**config.mk**
```make
export PLATFORM = sky130hd
export DESIGN_NAME = firebird7_in_gate1_tessent_data_mux_ctrl_w19
export DESIGN_NICKNAME = d
export VERILOG_FILES = /design/src/rtl/firebird7_in_gate1_tessent_data_mux_ctrl_w19.sv
export SDC_FILE = /design/constraint.sdc
export NUM_CORES = 1
export LEC_CHECK = 0
export ABC_AREA = 1
export ABC_CLOCK_PERIOD_IN_PS = 1100
export CORE_MARGIN = 2
export CORE_UTILIZATION = 45
export CTS_CLUSTER_DIAMETER = 40
export CTS_CLUSTER_SIZE = 16
export DETAILED_ROUTE_END_ITERATION = 10
export GPL_ROUTABILITY_DRIVEN = 0
export HOLD_SLACK_MARGIN = 0.08
export PLACE_DENSITY = 0.78
export SLEW_MARGIN = 10
export SYNTH_ARGS = -nofsm -noshare
export SYNTH_HDL_FRONTEND = slang
export SYNTH_SLANG_ARGS = --single-unit
```
**constraint.sdc**
```tcl
create_clock -name ijtag_tck -period 1.1 [get_ports ijtag_tck]
set_input_delay 0.22 -clock ijtag_tck [delete_from_list [all_inputs] [get_ports ijtag_tck]]
set_output_delay 0.22 -clock ijtag_tck [all_outputs]
set_load 0.005 [all_outputs]
```
**src/rtl/firebird7_in_gate1_tessent_data_mux_ctrl_w19.sv**
```systemverilog
// IJTAG-controlled data mux controller: a 20-bit scan register feeds override
// data and a select request that asserts only after a programmable settle time.
module firebird7_in_gate1_tessent_data_mux_ctrl_w19 #(
  parameter int unsigned SETTLE_CYCLES = 1
) (
  input  logic        ijtag_tck,
  input  logic        ijtag_reset,
  input  logic        ijtag_sel,
  input  logic        ijtag_si,
  input  logic        ijtag_ce,
  input  logic        ijtag_se,
  input  logic        ijtag_ue,
  input  logic [18:0] functional_data_in,
  output logic        ijtag_so,
  output logic        ijtag_select,
  output logic [18:0] ijtag_data_out
);

  typedef enum logic [1:0] {
    FUNC     = 2'd0,
    ARM      = 2'd1,
    OVERRIDE = 2'd2
  } state_e;

  localparam logic [3:0] SETTLE = 4'(SETTLE_CYCLES);

  state_e      state_q, state_d;
  logic [19:0] sr_q, sr_d;
  logic [18:0] data_q, data_d;
  logic        select_q, select_d;
  logic [3:0]  cnt_q, cnt_d;

  logic capture_en, shift_en, update_en;

  assign capture_en = ijtag_sel & ijtag_ce;
  assign shift_en   = ijtag_sel & ijtag_se & ~ijtag_ce;
  assign update_en  = ijtag_sel & ijtag_ue;

  always_comb begin
    sr_d     = sr_q;
    data_d   = data_q;
    select_d = select_q;
    cnt_d    = cnt_q;
    state_d  = state_q;

    if (capture_en) begin
      sr_d = {select_q, functional_data_in};
    end else if (shift_en) begin
      sr_d = {ijtag_si, sr_q[19:1]};
    end

    // Update decisions use sr_q, i.e. the value before any same-edge capture/shift.
    case (state_q)
      FUNC: begin
        if (update_en) begin
          data_d = sr_q[18:0];
          if (sr_q[19]) begin
            cnt_d   = SETTLE;
            state_d = ARM;
          end
        end
      end
      ARM: begin
        if (update_en) begin
          data_d = sr_q[18:0];
          if (sr_q[19]) begin
            cnt_d = SETTLE;
          end else begin
            cnt_d   = 4'd0;
            state_d = FUNC;
          end
        end else if (!ijtag_sel) begin
          if (cnt_q != 4'd0) cnt_d = cnt_q - 4'd1;
        end else if (cnt_q == 4'd0) begin
          select_d = 1'b1;
          state_d  = OVERRIDE;
        end else begin
          cnt_d = cnt_q - 4'd1;
        end
      end
      OVERRIDE: begin
        if (update_en) begin
          data_d = sr_q[18:0];
          if (!sr_q[19]) begin
            select_d = 1'b0;
            state_d  = FUNC;
          end
        end
      end
      default: begin
        select_d = 1'b0;
        cnt_d    = 4'd0;
        state_d  = FUNC;
      end
    endcase
  end

  always_ff @(posedge ijtag_tck or negedge ijtag_reset) begin
    if (!ijtag_reset) begin
      state_q  <= FUNC;
      sr_q     <= 20'd0;
      data_q   <= 19'd0;
      select_q <= 1'b0;
      cnt_q    <= 4'd0;
    end else begin
      state_q  <= state_d;
      sr_q     <= sr_d;
      data_q   <= data_d;
      select_q <= select_d;
      cnt_q    <= cnt_d;
    end
  end

  assign ijtag_so       = sr_q[0];
  assign ijtag_select   = select_q;
  assign ijtag_data_out = data_q;

endmodule

```
# ---- Yosys cells after proc, flatten, opt, wreduce, memory -nomap -nowiden
# Cells that the tools add are included.
dict set report op_classes {
  n_shift 0
  n_eq_ne 13
  div 0
  add_sub_neg 1
  order_cmp 0
  bitwise_logic 7
  n_mux 24
  reduce_logical 9
  mul 0
}
# op n
set op_table {}
lappend op_table {{$mux 20} 2}
lappend op_table {{$mux 4} 6}
lappend op_table {{$mux 2} 7}
lappend op_table {{$ne 2x2->1 const B} 7}
lappend op_table {{$pmux 4 s3} 1}
lappend op_table {{$reduce_and 5->1} 2}
lappend op_table {{$ne 4x4->1 const B} 2}
lappend op_table {{$mux 1} 6}
lappend op_table {{$ne 3x3->1 const B} 2}
lappend op_table {{$pmux 2 s3} 1}
lappend op_table {{$reduce_and 6->1} 1}
lappend op_table {{$and 1x1->1} 4}
lappend op_table {{$logic_not 4->1} 1}
lappend op_table {{$reduce_bool 4->1} 1}
lappend op_table {{$sub 4x1->4 const B} 1}
lappend op_table {{$not 1->1} 3}
lappend op_table {{$pmux 1 s3} 1}
lappend op_table {{$reduce_or 3->1} 1}
lappend op_table {{$eq 2x1->1 const B} 1}
lappend op_table {{$eq 2x2->1 const B} 1}
lappend op_table {{$logic_not 2->1} 1}
lappend op_table {{$reduce_and 2->1} 1}
lappend op_table {{$reduce_bool 2->1} 1}
dict set report totals {
  out_inout_bits 21
  latch_bits 0
  rom_bits 0
  memories 0
  ramBits 0
  regBits 46
}

# ---- Depth between registers and ports, before layout
# Gate-level depths: netlist of the first run.
dict set report depth {
  depth_word 5
  depth_mapped 8
  mapped_depth_nobuf 8
}

# ---- Worst setup path after synthesis of the first run
# No wires, ideal clock.
dict set report synth_timing {
  kind {register to register}
  from {register cnt_q[0]}
  to {register cnt_q[2]}
  arrival_time_ps 1049
  slack_ps -66
  stages_incl_launch_ff 8
  period_less_slack_ps 1166
  path_buffers 0
  setup_ps 117
  cell_sequence {dfrtp_1 inv_1 ha_1 or2_2 nand3_1 nor2_1 nand2_1 nand2_1}
}
dict set report synth_via {
  elab_chain_len 5
  word_cells_on_any_way 11
  cone_classes {add/sub (1); eq/ne (2); mux (5); reduce/logical (3)}
}
# element line_no
set synth_rtl {}
lappend synth_rtl {{from (decl)} 31} ;# logic [3:0] cnt_q, cnt_d;
lappend synth_rtl {{from (signal assigned)} 110} ;# cnt_q <= cnt_d;
lappend synth_rtl {{$sub 4x1->4} {73, 78}}
lappend synth_rtl {{$mux 4, on equally long branches} {73, 74}}
lappend synth_rtl {{$mux 4} 72} ;# end else if (!ijtag_sel) begin
lappend synth_rtl {{$mux 4} 64} ;# if (update_en) begin
lappend synth_rtl {{$pmux 4 s3} 53} ;# case (state_q)
# Several ways; a longest one is shown, not always the timed one. The select of a mux whose other input is x is not followed.
# A chain may end at the register's enable or synchronous reset.

# ---- Worst setup path after layout of the first run
dict set report layout_timing {
  from {register cnt_q[1]}
  to {register cnt_q[2]}
}
# The elaborated chain is that of the path after synthesis.

==> metrics.yaml, run 1 <==
seq_area_frac_synth_pct: 52.9
grt_first_pass_wirelength_um: 8010
clock-sinks: 46
hpwl_um: 3440
die_area_um2: 5410
fin_cells: 379
wl_met2_um: 2630
grtUsageTotal_pct: 19.1
cp.required_ns: 1.29
wl_met3_um: 244
area.growth.synth_to_final_pct: 42.6
yosys.area.top_type: "dfrtp_1"
outcome: "complete, but fails checks"
initial_utilization_pct: 46.4
slowest_stage: "dfrtp_1"
io_buffers: 46
fp.dieH_um: 73.6
antenna_found_initial: 0
vias: 1968
root_buffer: "clkbuf_8"
cts.htree.levels: 2
first_iter_violations: 157
finalSetupViolCount: 19
numCtsBuffers: 5
overflow: 0
ys_types: 28
viasPerCell: 5.19
p_leak_nw: 1.55
fp.dieW_um: 73.6
timing.rr.start: "cnt_q[1]"
cp_top_family: "simple AND/OR/NAND/NOR gates"
skew_ns: 0.00192
core_area_um2: 4690
slew_headroom_pct: 80.6
crit_path_end_kind: "register"
ff2ff_path_depth: 7
hold-worst-slack_ns: 0.428
arrival_ns: 1.35
n_antenna_cell: 0
grt_max_degree: 47
rows: 25
synth_area_per_cell_um2: 8.81
antenna_left: 0
tightest_slew_ns: 0.291
rrSetupSlack_ns: -0.06
max_stage_delay_ns: 0.39
netlist_area_um2: 2180
synth-async-reset-ratio_pct: 100
cap_viol_max_count: 0
rsz0062_at_grt: "yes"
synth_ff_type: "dfrtp_1"
cts.reportedPaths.clkPinSlew_ns: 0.08
placedCellCount: 358
fillCellCount: 368
syn-num-nets: 275
wl_met1_um: 2320
max_clock_freq_ghz: 0.860
syn-instance-count: 247
clock_latency_ns: 0.29
postPlaceCellArea_um2: 2830
drc: 0
hold_viol: 0
yosys_register_bits: 46
tritoncts: "yes"
grt_pass1_vias: 1744
drive_above_1_share_pct: 33.2
ir_worst_vdd_mv: 1.26
ios: 47
ys_top_cells_by_area: "dfrtp_1 53%, o21ai_0 11%, nand2_1 9.1%"
synthTopCellsByCount: "53 x nand2_1, 48 x o21ai_0, 46 x dfrtp_1"
cpMostUsedCell: "nand2_1"
yosysMostFrequentCell: "nand2_1"
violations: "setup timing"
fin_nets: 353
wire_per_inst_um: 13.8
path_max_fanout: 2
wl_um: 5240
cp-start-kind: "register"
power_density_nw_per_um2: 2060
timing.final.ws_setup_ns: -0.0627
cts_max_path_buffers: 2
final_area_um2: 3110
hp-class: "input pin to async pin"
slew_violations: 0
synth_edf_count: 0
r2r-end: "cnt_q[2]"
ys_warn_count: 0
critPathKind: "register to register"
cp_num_buf_inv: 1
min_period_ns: 1.16
worstPathCellList: "inv_2 -> ha_4 -> or2_4 -> nand3_2 -> nor2_1 -> nand2_1 -> nand2_1"
dr.pass1.iters: 4
top_layer: "met4"
period_share_pct: 106
synth_top_area_share_pct: 52.9
[power by group]
part / internal [W] / total (W) / switching (W) / leakage [nW]
Sequential: 0.00210 / 0.00236 / 0.000263 / 0.561
Combinational: 0.00135 / 0.00275 / 0.00141 / 0.927
Clock: 0.000727 / 0.00127 / 0.000543 / 0.0573
[timing repair]
| item | CTS | global route |
|---|---|---|
| pin swaps | 2 | 3 |
| setup buffers | 9 | 4 |
| gates resized for setup | 92 | 44 |
| hold endpoints to repair | 46 | 0 |
| endpoints found under the setup margin | 67 | 52 |
| hold buffers | 1 | 0 |
[per-layer routing]
| layer | track usage (%) | vias up |
|---|---|---|
| li1 | - | 972 |
| met1 | 27.9 | 939 |
| met2 | 29.3 | 51 |
| met3 | 4.12 | 6 |
| met4 | 4.24 | 0 |
| met5 | 0 | - |
[final cells by class]
class / count / area [um^2] / area share, %
Tap cell: 54 / 67.6 / 2.18
Inverter: 32 / 128 / 4.11
Clock inverter: 1 / 30.0 / 0.967
Sequential cell: 46 / 1150 / 37.1
Multi-Input combinational cell: 158 / 946 / 30.5
Timing Repair Buffer: 82 / 699 / 22.5
Clock buffer: 6 / 82.6 / 2.66
[placed cells by master, fill, tap and decap left out, drive strengths merged]
cell type and n:
bufinv 1, clkdlybuf4s15 1, o211ai 2, nand4 4
clkdlybuf4s50 20, nand3 13, dlygate4sd2 1, clkbuf 13
o21ai 63, a21oi 1, nand2 55, o22ai 3
nor2 9, or2 2, dlymetal6s2s 2, a31oi 1
dlygate4sd3 1, ha 2, o221ai 3, inv 31
buf 50, dfrtp 46, clkinv 1
[flip-flops by register name (all words and copies together) (netlist names)]
name            flops
state_q             2
ijtag_data_out     19
ijtag_select        1
cnt_q               4
sr_q               20
[logic make-up (layout without fill, tap and decap cells)]
group	after synthesis	after routing	synth area share, %
simple gates	83	83	16.2
flops	46	46	52.9
buf+inv	43	121	9.65
fa+ha+maj	2	2	1.15
compound gates	73	73	20.1
[worst max-delay path by stage]
stage / depth (start not counted) / slack (ns) / startpoint / endpoint
after floorplan: 7 / -0.002 / state_q[0] / ijtag_data_out[17]
after global placement: 7 / -0.42 / ijtag_sel / ijtag_data_out[7]
after detailed placement: 6 / -0.45 / ijtag_sel / sr_q[12]
after CTS: 5 / -0.05 / state_q[1] / cnt_q[2]
after global routing: 5 / -0.12 / state_q[1] / cnt_q[0]
final: 7 / -0.06 / cnt_q[1] / cnt_q[2]
[metrics by stage]
stage / worst slack (ns) / TNS (ns) / util [%] / power (W)
floorplan: -0.00246 / -0.0187 / - / 0.00360
global placement: -0.418 / -17.45 / 60.2 / 0.00455
detailed placement: -0.452 / -18.35 / 60.2 / 0.00461
CTS: -0.0475 / -0.584 / 63.9 / 0.00602
global route: -0.122 / -2.08 / 66.2 / 0.00683
finish: -0.0627 / -0.758 / 66.2 / 0.00639
[worst reg2reg max path: stages, from the launching register on]
cell,delay (ns)
dfrtp_1,0.39
inv_2,0.08
ha_4,0.17
or2_4,0.22
nand3_2,0.05
nor2_1,0.04
nand2_1,0.06
nand2_1,0.04
(Power assumes the default switching activity.)
==> inputs of run 2 (changes only) <==
--- a/config.mk
+++ b/config.mk
@@ -7,12 +7,11 @@
 export LEC_CHECK = 0
 export ABC_AREA = 1
 export ABC_CLOCK_PERIOD_IN_PS = 1100
-export CORE_MARGIN = 2
+export CORE_MARGIN = 5
 export CORE_UTILIZATION = 45
 export CTS_CLUSTER_DIAMETER = 40
 export CTS_CLUSTER_SIZE = 16
 export DETAILED_ROUTE_END_ITERATION = 10
-export GPL_ROUTABILITY_DRIVEN = 0
 export HOLD_SLACK_MARGIN = 0.08
 export PLACE_DENSITY = 0.78
 export SLEW_MARGIN = 10
==> run 2 against run 1 <==
The flow still finishes with violations (setup timing); wire length grew 14%; global-route usage grew 0.63 points; register-to-register slack lost 0.02 ns; combinational power grew 9.5%; critical path type unchanged; critical endpoint is now cnt_q[3]; largest power group unchanged.
==> metrics.yaml, run 2 (same netlist as run 1, synthesis figures left out) <==
hpwl_um: 3680  # +6.9%
cp-start-kind: "register"
antenna_left: 0  # unchanged
ios: 47  # unchanged
drc: 0  # unchanged
vias: 2102  # +6.8%
ir_worst_vdd_mv: 1.26  # +0.56%
grt_first_pass_wirelength_um: 9650  # +21%
io_buffers: 46  # unchanged
rows: 25  # unchanged
finalSetupTns_ns: -0.710  # +0.0479 ns
grt_pass1_vias: 2095  # +20%
power_density_nw_per_um2: 1960  # -4.5%
cp_num_buf_inv: 1  # unchanged
fp.dieW_um: 79.6  # +8.2%
startpoint: "cnt_q[0]"
clock-sinks: 46  # unchanged
violations: "setup timing"
finalSetupViolCount: 17  # -2
slew_headroom_pct: 83.1  # +2.5 points
area.growth.synth_to_final_pct: 49.7
outcome: "complete, but fails checks"
drive_above_1_share_pct: 38.2  # +4.9 points
largest_register_ffs: 20  # unchanged
rsz0062_at_grt: "yes"
clock_latency_ns: 0.30  # about the same
max_stage_delay_ns: 0.40  # about the same
path_max_fanout: 5  # +3
overflow: 0  # unchanged
wire_per_inst_um: 14.8  # +6.8%
critPathKind: "register to register"
max_clock_freq_ghz: 0.847  # -1.5%
cpMostUsedCell: "nand2_4"
hp-class: "input pin to register"
pre_cts_ws_ns: -0.508  # -0.0565 ns
dr.pass1.iters: 4  # unchanged
fin_cells: 405  # +6.9%
crit_end: "cnt_q[3]"
core_area_um2: 4720  # +0.67%
cts.reportedPaths.clkPinSlew_ns: 0.09  # about the same
n_antenna_cell: 0  # unchanged
mostFrequentLayoutCell: "dfrtp_1"
initial_utilization_pct: 46.1  # -0.31 points
antenna_found_initial: 0  # unchanged
cp_top_family: "simple AND/OR/NAND/NOR gates"
viasPerCell: 5.19  # about the same
cap_viol_max_count: 0  # unchanged
grtUsageTotal_pct: 19.7  # +0.63 points
first_iter_violations: 122  # -22%
p_leak_nw: 1.60  # +3.6%
cp.required_ns: 1.28  # about the same
numCtsBuffers: 5  # unchanged
grt_max_degree: 47  # unchanged
worstPathCellList: "inv_2 -> ha_4 -> nand2_4 -> nand2_4 -> nand2_4 -> nand2_1 -> nand2_1"
fillCellCount: 347  # -5.7%
postLayoutCoreUtil_pct: 69.0  # +2.8 points
wl_um: 5980  # +14%
slew_violations: 0  # unchanged
period_share_pct: 107  # +1.6 points
min_period_ns: 1.18  # +0.0176 ns
fp.dieH_um: 79.6  # +8.2%
regMostFlops: "sr_q"
crit_cells: 7  # unchanged
place.gp.congestion: 0.829
cts_max_path_buffers: 2  # unchanged
timing.final.ws_setup_ns: -0.0803  # -0.0176 ns
die_area_um2: 6330  # +17%
r2r-end: "cnt_q[3]"
fin_nets: 365  # +3.4%
ff2ff_path_depth: 7  # unchanged
slowest_stage: "dfrtp_1"
tritoncts: "yes"
rrSetupSlack_ns: -0.08  # -0.02 ns
hold_viol: 0  # unchanged
arrival_ns: 1.37  # +0.02 ns
cts.htree.levels: 2  # unchanged
crit_path_end_kind: "register"
final_cell_mix: "45 x dfrtp_1, 36 x nand2_1, 32 x buf_4"
tightest_slew_ns: 0.254  # -0.0377 ns
skew_ns: 0.00651  # +0.00459 ns
root_buffer: "clkbuf_8"
placedCellCount: 371  # +3.6%
timing.rr.start: "cnt_q[0]"
hold-worst-slack_ns: 0.425  # -0.00287 ns
-- run 2: cell types whose count changed in the layout (fill, tap and decap cells not counted), moves of 2 or more --
cell,change
o21ai_2,+2
nor2_4,-2
clkinvlp_4,+2
nor2_1,+3
nand2_2,+9
buf_4,+7
o21ai_0,-9
dlymetal6s2s_1,-2
o21ai_1,+7
nand2_1,-9
-- run 2: what timing repair did --
action                                 in CTS  in global routing
gates cloned                                2                  1
endpoints found under the hold margin      46                  0
pin swaps                                   7                  2
buffers inserted                           21                  3
hold buffers                                1                  0
setup endpoints to repair                  67                 46
gates resized for setup                   116                 33
-- run 2: worst min-delay path by stage --
stage | start | to | slack [ns] | depth (start not counted)
floorplan | ijtag_reset | cnt_q[0] | -0.08 | 0
global placement | ijtag_reset | ijtag_data_out[16] | 0.22 | 2
detailed placement | ijtag_reset | ijtag_data_out[16] | 0.22 | 2
CTS | ijtag_reset | ijtag_data_out[12] | 0.44 | 3
global route | ijtag_reset | sr_q[12] | 0.47 | 3
finish | ijtag_sel | state_q[0] | 0.42 | 5
-- run 2: power breakdown --
group          leakage, nW  switching [W]  internal, W
Sequential           0.561       0.000250      0.00210
Combinational        0.995        0.00153      0.00148
Clock               0.0441       0.000597     0.000447
Total                 1.60        0.00238      0.00403
-- run 2: per-layer routing --
layer	track usage (%)	vias to the layer above	wire length (um)
met1	24.2	1031	2550
met2	35.6	60	3110
met5	0	-	0
li1	-	1005	-
met4	5.50	0	51
met3	3.16	6	274
-- run 2: stage by stage --
| step | power [W] | instance area, um^2 |
|---|---|---|
| CTS | 0.00625 | 3230 |
| finish | 0.00640 | 3260 |
| detailed placement | 0.00476 | 2890 |
| global placement | 0.00466 | 2890 |
| floorplan | 0.00360 | 2190 |
| global route | 0.00679 | 3260 |
-- run 2: worst reg2reg max path, stage by stage (launching register included) --
cell	delay, ns
dfrtp_1	0.40
inv_2	0.12
ha_4	0.15
nand2_4	0.06
nand2_4	0.11
nand2_4	0.08
nand2_1	0.10
nand2_1	0.07
-- run 2: layout make-up --
type	count	area, um^2	share of cell area, %
Multi-Input combinational cell	158	947	29.1
Timing Repair Buffer	94	857	26.3
Sequential cell	46	1150	35.4
Tap cell	67	83.8	2.57
Inverter	32	129	3.95
Clock buffer	5	68.8	2.11
Clock inverter	3	21.3	0.653
